`src/rtl/control_pkg.sv`:
```
// Shared definitions for the control unit: condition codes, op classes,
// ALU-control encodings, FSM state enum and flag bit positions.
package control_pkg;

    // ARM condition codes (instr[31:28])
    localparam logic [3:0] COND_EQ = 4'b0000;
    localparam logic [3:0] COND_NE = 4'b0001;
    localparam logic [3:0] COND_CS = 4'b0010;
    localparam logic [3:0] COND_CC = 4'b0011;
    localparam logic [3:0] COND_MI = 4'b0100;
    localparam logic [3:0] COND_PL = 4'b0101;
    localparam logic [3:0] COND_VS = 4'b0110;
    localparam logic [3:0] COND_VC = 4'b0111;
    localparam logic [3:0] COND_HI = 4'b1000;
    localparam logic [3:0] COND_LS = 4'b1001;
    localparam logic [3:0] COND_GE = 4'b1010;
    localparam logic [3:0] COND_LT = 4'b1011;
    localparam logic [3:0] COND_GT = 4'b1100;
    localparam logic [3:0] COND_LE = 4'b1101;
    localparam logic [3:0] COND_AL = 4'b1110;
    localparam logic [3:0] COND_NV = 4'b1111;  // used as the HALT request

    // Instruction classes (instr[27:26])
    localparam logic [1:0] OP_DP  = 2'b00;
    localparam logic [1:0] OP_MEM = 2'b01;
    localparam logic [1:0] OP_BR  = 2'b10;
    localparam logic [1:0] OP_NOP = 2'b11;

    // ALU-control encodings
    localparam logic [3:0] ALU_AND = 4'b0000;
    localparam logic [3:0] ALU_SUB = 4'b0010;
    localparam logic [3:0] ALU_ADD = 4'b0100;
    localparam logic [3:0] ALU_ORR = 4'b1100;
    localparam logic [3:0] ALU_CMP = 4'b1010;

    // Flag bit positions within alu_flags / flags_q
    localparam int unsigned FLAG_V   = 0;
    localparam int unsigned FLAG_C   = 1;
    localparam int unsigned FLAG_Z   = 2;
    localparam int unsigned FLAG_N   = 3;
    localparam int unsigned FLAG_AUX = 4;

    typedef enum logic [1:0] {
        ST_START = 2'b00,
        ST_RUN   = 2'b01,
        ST_HALT  = 2'b10
    } state_e;

endpackage

```
`src/rtl/control_unit_if.sv`:
```
// Instruction-field / datapath-control bundle between the instruction source
// (master) and the control unit (slave).
interface control_unit_if;

    logic [3:0] cond;
    logic [1:0] op;
    logic [5:0] funct;
    logic [3:0] rd;
    logic [4:0] alu_flags;

    logic       pc_src;
    logic       mem_to_reg;
    logic       mem_write;
    logic       alu_src;
    logic       reg_write;
    logic [3:0] alu_control;
    logic [1:0] reg_src;
    logic [4:0] flags_q;
    logic       halted;

    modport master (
        output cond, op, funct, rd, alu_flags,
        input  pc_src, mem_to_reg, mem_write, alu_src, reg_write,
               alu_control, reg_src, flags_q, halted
    );

    modport slave (
        input  cond, op, funct, rd, alu_flags,
        output pc_src, mem_to_reg, mem_write, alu_src, reg_write,
               alu_control, reg_src, flags_q, halted
    );

endinterface

```
`src/rtl/cond_check.sv`:
```
// Combinational ARM condition evaluation against the NZCV flags.
module cond_check
    import control_pkg::*;
(
    input  logic [3:0] cond,
    input  logic [3:0] flags,
    output logic       pass
);

    logic n, z, c, v;

    assign n = flags[FLAG_N];
    assign z = flags[FLAG_Z];
    assign c = flags[FLAG_C];
    assign v = flags[FLAG_V];

    // Condition table; 1111 never passes so it can serve as HALT
    always_comb begin
        pass = 1'b0;
        case (cond)
            COND_EQ: pass = z;
            COND_NE: pass = ~z;
            COND_CS: pass = c;
            COND_CC: pass = ~c;
            COND_MI: pass = n;
            COND_PL: pass = ~n;
            COND_VS: pass = v;
            COND_VC: pass = ~v;
            COND_HI: pass = c & ~z;
            COND_LS: pass = ~c | z;
            COND_GE: pass = (n == v);
            COND_LT: pass = (n != v);
            COND_GT: pass = ~z & (n == v);
            COND_LE: pass = z | (n != v);
            COND_AL: pass = 1'b1;
            default: pass = 1'b0;
        endcase
    end

endmodule

```
`src/rtl/control_unit.sv`:
```
// Control unit: START/RUN/HALT FSM, combinational instruction decode,
// condition gating and flag register.
// Optional feature: define CONTROL_UNIT_PERF_CNT_EN to add the
// retired_count output (count of condition-passing RUN instructions).
module control_unit
    import control_pkg::*;
(
    input  logic               clk,
    input  logic               rst,
    control_unit_if.slave      bus
`ifdef CONTROL_UNIT_PERF_CNT_EN
    ,
    output logic [31:0]        retired_count
`endif
);

    state_e      state_q, state_d;
    logic [4:0]  flags_q, flags_d;

    logic        cond_pass;
    logic        active;

    logic        dec_pc_src;
    logic        dec_mem_to_reg;
    logic        dec_mem_write;
    logic        dec_alu_src;
    logic        dec_reg_write;
    logic [3:0]  dec_alu_control;
    logic [1:0]  dec_reg_src;
    logic        dec_flag_write;
    logic        flag_write;

    cond_check u_cond_check (
        .cond  (bus.cond),
        .flags (flags_q[3:0]),
        .pass  (cond_pass)
    );

    // Writes are only allowed in RUN with a passing condition
    assign active = (state_q == ST_RUN) && cond_pass;

    // Instruction decode into ungated control values
    always_comb begin
        dec_pc_src      = 1'b0;
        dec_mem_to_reg  = 1'b0;
        dec_mem_write   = 1'b0;
        dec_alu_src     = 1'b0;
        dec_reg_write   = 1'b0;
        dec_alu_control = ALU_AND;
        dec_reg_src     = 2'b00;
        dec_flag_write  = 1'b0;
        case (bus.op)
            OP_DP: begin
                dec_alu_control = bus.funct[4:1];
                dec_alu_src     = bus.funct[5];
                dec_reg_src     = bus.funct[5] ? 2'b10 : 2'b00;
                dec_reg_write   = (bus.funct[4:1] != ALU_CMP);
                dec_flag_write  = bus.funct[0] | (bus.funct[4:1] == ALU_CMP);
            end
            OP_MEM: begin
                dec_alu_src     = 1'b1;
                dec_alu_control = bus.funct[3] ? ALU_ADD : ALU_SUB;
                dec_reg_src     = 2'b10;
                dec_reg_write   = bus.funct[0];
                dec_mem_to_reg  = bus.funct[0];
                dec_mem_write   = ~bus.funct[0];
            end
            OP_BR: begin
                dec_pc_src      = 1'b1;
                dec_alu_src     = 1'b1;
                dec_alu_control = ALU_ADD;
                dec_reg_src     = 2'b01;
            end
            default: ;
        endcase
    end

    // Gate write enables by FSM state and condition; Rd=PC also redirects PC
    always_comb begin
        bus.reg_write   = active & dec_reg_write;
        bus.mem_write   = active & dec_mem_write;
        bus.pc_src      = active & (dec_pc_src | (dec_reg_write & (bus.rd == 4'hF)));
        bus.mem_to_reg  = dec_mem_to_reg;
        bus.alu_src     = dec_alu_src;
        bus.alu_control = dec_alu_control;
        bus.reg_src     = dec_reg_src;
        bus.flags_q     = flags_q;
        bus.halted      = (state_q == ST_HALT);
    end

    assign flag_write = active & dec_flag_write;

    // Next-state and flag-register next value
    always_comb begin
        state_d = state_q;
        flags_d = flags_q;
        case (state_q)
            ST_START: state_d = ST_RUN;
            ST_RUN:   if (bus.cond == COND_NV) state_d = ST_HALT;
            ST_HALT:  state_d = ST_HALT;
            default:  state_d = ST_START;
        endcase
        if (flag_write) flags_d = bus.alu_flags;
    end

    // State and flag registers
    always_ff @(posedge clk or posedge rst) begin
        if (rst) begin
            state_q <= ST_START;
            flags_q <= '0;
        end else begin
            state_q <= state_d;
            flags_q <= flags_d;
        end
    end

`ifdef CONTROL_UNIT_PERF_CNT_EN
    logic [31:0] retired_count_q, retired_count_d;

    // Retired-instruction count; wraps naturally at 32 bits
    always_comb begin
        retired_count_d = retired_count_q;
        if (active) retired_count_d = retired_count_q + 32'd1;
    end

    // Retired-instruction counter register
    always_ff @(posedge clk or posedge rst) begin
        if (rst) retired_count_q <= '0;
        else     retired_count_q <= retired_count_d;
    end

    assign retired_count = retired_count_q;
`endif

endmodule

```
`src/flat_wrapper.sv`:
```
// flat-port wrapper written by rule: the top's interface ports become plain ports
module control_unit_flat import control_pkg::*;
  (clk, rst, bus_cond, bus_op, bus_funct, bus_rd, bus_alu_flags, bus_pc_src, bus_mem_to_reg, bus_mem_write, bus_alu_src, bus_reg_write, bus_alu_control, bus_reg_src, bus_flags_q, bus_halted);
  control_unit_if bus_i ();
  input  logic clk;
  input  logic rst;
  input wire logic [$bits(bus_i.cond)-1:0] bus_cond;
  input wire logic [$bits(bus_i.op)-1:0] bus_op;
  input wire logic [$bits(bus_i.funct)-1:0] bus_funct;
  input wire logic [$bits(bus_i.rd)-1:0] bus_rd;
  input wire logic [$bits(bus_i.alu_flags)-1:0] bus_alu_flags;
  output wire logic [$bits(bus_i.pc_src)-1:0] bus_pc_src;
  output wire logic [$bits(bus_i.mem_to_reg)-1:0] bus_mem_to_reg;
  output wire logic [$bits(bus_i.mem_write)-1:0] bus_mem_write;
  output wire logic [$bits(bus_i.alu_src)-1:0] bus_alu_src;
  output wire logic [$bits(bus_i.reg_write)-1:0] bus_reg_write;
  output wire logic [$bits(bus_i.alu_control)-1:0] bus_alu_control;
  output wire logic [$bits(bus_i.reg_src)-1:0] bus_reg_src;
  output wire logic [$bits(bus_i.flags_q)-1:0] bus_flags_q;
  output wire logic [$bits(bus_i.halted)-1:0] bus_halted;
  assign bus_i.cond = bus_cond;
  assign bus_i.op = bus_op;
  assign bus_i.funct = bus_funct;
  assign bus_i.rd = bus_rd;
  assign bus_i.alu_flags = bus_alu_flags;
  assign bus_pc_src = bus_i.pc_src;
  assign bus_mem_to_reg = bus_i.mem_to_reg;
  assign bus_mem_write = bus_i.mem_write;
  assign bus_alu_src = bus_i.alu_src;
  assign bus_reg_write = bus_i.reg_write;
  assign bus_alu_control = bus_i.alu_control;
  assign bus_reg_src = bus_i.reg_src;
  assign bus_flags_q = bus_i.flags_q;
  assign bus_halted = bus_i.halted;
  control_unit u_core (.clk(clk), .rst(rst), .bus(bus_i));
endmodule
```
`config.mk`:
```
export PLATFORM = sky130hd
export DESIGN_NAME = control_unit_flat
export DESIGN_NICKNAME = d
export VERILOG_FILES = /design/src/rtl/control_pkg.sv /design/src/rtl/control_unit_if.sv /design/src/rtl/cond_check.sv /design/src/rtl/control_unit.sv /design/src/flat_wrapper.sv
export SDC_FILE = /design/constraint.sdc
export NUM_CORES = 1
export LEC_CHECK = 0
export ABC_AREA = 1
export CORE_UTILIZATION = 40
export CTS_CLUSTER_SIZE = 40
export DETAILED_ROUTE_END_ITERATION = 16
export PLACE_DENSITY_LB_ADDON = 0.25
export SLEW_MARGIN = 20
export SYNTH_ARGS = -nofsm -noshare
export SYNTH_HDL_FRONTEND = slang
export SYNTH_SLANG_ARGS = --single-unit
```
`constraint.sdc`:
```
create_clock -name clk -period 1.9 [get_ports clk]
set_input_delay 0.285 -clock clk [delete_from_list [all_inputs] [get_ports clk]]
set_output_delay 0.285 -clock clk [all_outputs]
set_load 0.005 [all_outputs]
```
==> results of run 1 <==
[kinds of logic after synthesis]
family | count (synthesis) | synth area share
AO/OA/AOI/OAI | 11 | 0.0878
adder cells (fa/ha/maj) | 8 | 0.125
buffers and inverters | 23 | 0.111
flip-flops | 7 | 0.219
AND/OR/NAND/NOR | 76 | 0.456
[per-stage QoR]
stage	utilization	std cells	area, µm²
floorplan	-	125	798
global placement	0.742	204	1340
detailed placement	0.742	204	1340
CTS	0.765	210	1380
global route	0.784	212	1410
finish	0.784	212	1410
[layout make-up]
cell class                      count  area [µm²]
Multi-Input combinational cell     95         577
Timing Repair Buffer               60         524
Fill cell                         140         389
Sequential cell                     7         175
Inverter                           21        78.8
Tap cell                           25        31.3
Clock buffer                        4        26.3
[path summary, 6_finish.rpt]
kind                                  startpoint               endpoint  slack, ps  cells after the start
min                                          rst  u_core.bus.flags_q[2]        280                      2
min in group clk           u_core.bus.flags_q[4]  u_core.bus.flags_q[4]        520                      2
max reg2reg                u_core.bus.flags_q[3]  u_core.bus.flags_q[4]        380                     12
min reg2reg                u_core.bus.flags_q[4]  u_core.bus.flags_q[4]        520                      2
max                                 bus_funct[3]     bus_alu_control[2]         20                      5
max in group asynchronous                    rst      u_core.state_q[0]       1400                      2
[layer usage]
metal	track usage	vias to the layer above	share of wire	wire length, µm
li1	-	520	-	-
met1	0.278	467	0.41	1000
met2	0.450	38	0.53	1300
met3	0.0353	2	0.045	110
met4	0.0343	0	0.0074	18
met5	0	-	0	0
[power groups by stage]
stage | sequential [W] | clock (W) | combinational (W)
finish | 0.000275 | 0.000134 | 0.000723
global route | 0.000283 | 0.000150 | 0.000790
CTS | 0.000265 | 0.000139 | 0.000671
detailed placement | 0.000270 | 0 | 0.000646
global placement | 0.000268 | 0 | 0.000629
floorplan | 0.000265 | 0 | 0.000328
[cell usage after synthesis]
cell type   n
a21oi_1     6
a21oi_2     1
a21oi_4     1
buf_2       1
clkbuf_2    1
clkinv_1    1
dfrtp_1     7
ha_1        8
inv_1      16
inv_2       4
nand2_1    41
nand2_2     3
nand3_1    10
nand3_4     2
nand3b_1    1
nand4_1     6
nor2_1      9
nor2_2      1
nor2_4      1
nor3_1      2
o21ai_0     1
o21ai_1     2
[registers in the layout, indices dropped and copies added (netlist names)]
signal,count
u_core.bus.flags_q,5
u_core.state_q,2
[worst max-delay path: stages]
cell and delay (ps):
clkdlybuf4s50_1 470, inv_2 40, buf_4 120, a21oi_1 150, clkdlybuf4s50_1 530
[what timing repair did]
item,4_1_cts,5_1_grt
hold buffers,0,0
resized for setup,21,16
pin swaps,5,5
setup buffers,2,2
setup endpoints to repair,11,4
==> results.yml, run 1 <==
clock_tree:
  clkLatencyLatePin_ps: 250
  cts_max_level: 1
  path_clk_slew_ps: 50
  cts_sinks: 7
  numCtsBuffers: 3
  cts_root_buffer: "clkbuf_4"
  cts_tree: "built"
  clock_path_buffers: 2
worst_setup_path:
  worst-path-max-fanout: 2
  cp.required_ps: 1620
  start_kind: "input port"
  arrival_ps: 1590
  end_kind: "output port"
  critPathKind: "in -> out"
route:
  routedWlPerCell_um: 11.5
  route.detailed.drc: 0
  drt_pass1_iterations: 5
  vias: 1027
  drt_iter0_markers: 28
  antenna_left: 0
  viasPerCell: 4.84
  wl_mm: 2.43
power_and_ir_drop:
  p_switching_w: 0.000466
  power.share.combinational: 0.638
  p_clk_frac: 0.119
  seqPwrFrac: 0.243
  p_leak_nw: 0.723
  internal_power_w: 0.000667
  power_density_nw_per_um2: 802
  netSwitchingFraction: 0.411
  power_w: 0.00113
  worst_ir_drop_vdd_uv: 813
die:
  io_pins: 40
  dieArea_um2: 2180
  start_util: 0.443
  die_x_um: 46.7
  fp-row-count: 15
  die_h_um: 46.7
  core-area_um2: 1800
run:
  maxCapViolations: 0
layout:
  area_delta_synth_final_pct: 77.0
  diodes: 0
  drive_gt1_frac: 0.289
  final_common_cell: "nand2_1"
  nets: 219
  layout_common_cells: "nand2_1, clkdlybuf4s50_1, buf_4"
placement:
  place.gp.congestion: 0.828
  port_buffers: 39
  dp_slack_ps: -513
  place_hpwl_mm: 1.90
global_routing:
  grt_max_degree: 9
  grt_pass1_wl_mm: 3.68
  track_usage: 0.236
  grt_pass1_vias: 883
  antenna_found_initial: 0
  grt_overflow: 0
sta:
  slew_violations: 0
  hold_ws_ps: 279
  worstMarginPinSlew_ps: 310
  fin_worst_skew_ps: 1.40
  maxSlewHeadroom: 0.793
  timing.setup.tns_ps: 0
  postLayoutSetupSlackWorst_ps: 23.3
  fmax_mhz: 533
  min_period_over_period: 0.988
  period_needed_ps: 1880
  setup_violations: 0
  hold_viol: 0
synth:
  syn_nets: 156
  syn_inst: 125
  synth_top_area_share: 0.219
  yosysWarnings: 0
  ys_seq_elements: 7
  ys_top_cells_by_area: "dfrtp_1, nand2_1, ha_1"
  synth.largest_area_cell: "dfrtp_1"
  synth_cell_types: 22
  synth_seq_area_share: 0.219
  syn_area_um2: 798
  avgSynthCellArea_um2: 6.39
status:
  outcome: "finished, final reports clean"
worst_hold_path:
  hold_class: "in -> async"
Power figures use the tool's default switching activity.
==> inputs of run 2 (changes only) <==
Settings changed: GPL_ROUTABILITY_DRIVEN set to 0.
==> results of run 2 <==
Same layout as run 1: the final DEF is identical, and so are final timing and power.
==> inputs of run 3 (changes only) <==
Settings changed: CORE_UTILIZATION 40 to 43.
==> run 3 against run 2 <==
Effect of this change: register-to-register slack improved by 60 ps; hold slack got worse by 12 ps; combinational power barely moved; highest routed layer unchanged; utilization is 3.1 points higher; cell count did not move; critical path type unchanged; largest power group unchanged; total power increased by 0.23%.
==> results.yml, run 3 (synthesis gave the netlist of run 1 again) <==
layout:
  diodes: 0
  largest_register_ffs: 5
  layout_common_cells: "nand2_1, clkdlybuf4s50_1, buf_4"
  regMostFlops: "u_core.bus.flags_q"
  final_common_cell: "nand2_1"
  area_delta_synth_final_pct: 76.3
  drive_gt1_frac: 0.283
  reg_top3: "u_core.bus.flags_q (5), u_core.state_q (2)"
  nets: 219
sta:
  maxSlewHeadroom: 0.819
  fmax_mhz: 550
  min_period_over_period: 0.956
  fin_worst_skew_ps: 3.57
  postLayoutSetupSlackWorst_ps: 82.8
  setup_violations: 0
  hold_ws_ps: 267
  hold_viol: 0
  worstMarginPinSlew_ps: 272
  period_needed_ps: 1820
  slew_violations: 0
clock_tree:
  cts_max_level: 1
  cts_sinks: 7
  cts_root_buffer: "clkbuf_4"
  numCtsBuffers: 3
  cts_tree: "built"
  clkLatencyLatePin_ps: 250
  clock_path_buffers: 2
  path_clk_slew_ps: 60
worst_setup_path:
  critPathKind: "in -> out"
  r2r_end: "u_core.bus.flags_q[0]"
  critPathSlowestCell: "clkdlybuf4s50_1"
  crit_top_cell: "clkdlybuf4s50_1"
  cp.required_ps: 1620
  rr_worst_depth: 12
  start_kind: "input port"
  reg2reg_from: "u_core.bus.flags_q[3]"
  end_kind: "output port"
  worst-path-max-fanout: 2
  arrival_ps: 1530
  crit_path_cell_trace: "clkdlybuf4s50_1 > inv_2 > buf_4 > a21oi_1 > clkdlybuf4s50_1"
  slowest_delay_ps: 510
  r2r_slack_ps: 440
route:
  route.detailed.drc: 0
  vias: 1024
  drt_pass1_iterations: 4
  wl_mm: 2.56
  routedWlPerCell_um: 12.1
  viasPerCell: 4.83
  drt_iter0_markers: 33
  antenna_left: 0
global_routing:
  grt_overflow: 0
  antenna_found_initial: 0
  track_usage: 0.279
  grt_pass1_wl_mm: 4.08
  grt_pass1_vias: 975
  grt_max_degree: 9
placement:
  port_buffers: 39
  place_hpwl_mm: 2.03
  dp_slack_ps: -571
die:
  start_util: 0.462
  io_pins: 40
  die_h_um: 45.1
  die_x_um: 45.1
  dieArea_um2: 2030
  core-area_um2: 1730
  fp-row-count: 15
run:
  maxCapViolations: 0
power_and_ir_drop:
  power_density_nw_per_um2: 807
  worst_ir_drop_vdd_uv: 957
  p_leak_nw: 0.733
status:
  outcome: "finished, final reports clean"
worst_hold_path:
  hold_class: "in -> async"
## run 3: worst max-delay path, delay by kind of cell
kind / cells / cell delay [ps]
AO/OA/AOI/OAI: 1 / 110
buffers and inverters: 4 / 1140
## run 3: worst max path at each step
stage / start / slack [ps] / cells past startpoint / endpoint
detailed placement: bus_cond[0] / -570 / 10 / bus_reg_write
finish: bus_funct[3] / 80 / 5 / bus_alu_control[2]
floorplan: u_core.bus.flags_q[3] / 520 / 9 / bus_mem_write
global placement: bus_cond[0] / -450 / 10 / bus_reg_write
CTS: u_core.bus.flags_q[0] / 5 / 11 / bus_reg_write
global route: u_core.bus.flags_q[3] / -30 / 11 / bus_reg_write
## run 3: routing by layer
metal	vias up	share of wire	track usage
li1	522	-	-
met1	463	0.41	0.328
met2	33	0.53	0.499
met3	6	0.040	0.0440
met4	0	0.018	0.121
met5	-	0	0
## run 3: power by group
group / switching, W / internal, W
Sequential: 0.0000612 / 0.000213
Clock: 0.0000571 / 0.0000803
Combinational: 0.000351 / 0.000373
Total: 0.000470 / 0.000666
## run 3: cell type report
type	instances	area (µm²)
Multi-Input combinational cell	95	579
Timing Repair Buffer	60	517
Fill cell	131	319
Sequential cell	7	175
Inverter	21	78.8
Tap cell	25	31.3
Clock buffer	4	26.3
## run 3: repair_timing
| action | CTS | global route |
|---|---|---|
| setup buffers | 2 | 1 |
| resized for setup | 21 | 16 |
| endpoints found under the setup margin | 11 | 3 |
| hold buffers | 0 | 0 |
| pin swaps | 1 | 4 |
## run 3: metrics by stage
step	instances	power [W]	utilization	instance area, µm²	TNS [ps]
final	212	0.00114	0.815	1410	0
after global routing	212	0.00123	0.815	1410	-57.3
after CTS	211	0.00109	0.807	1390	0
after detailed placement	205	0.000926	0.779	1350	-3520
after global placement	205	0.000892	0.779	1350	-2500
after floorplan	125	0.000593	-	798	0
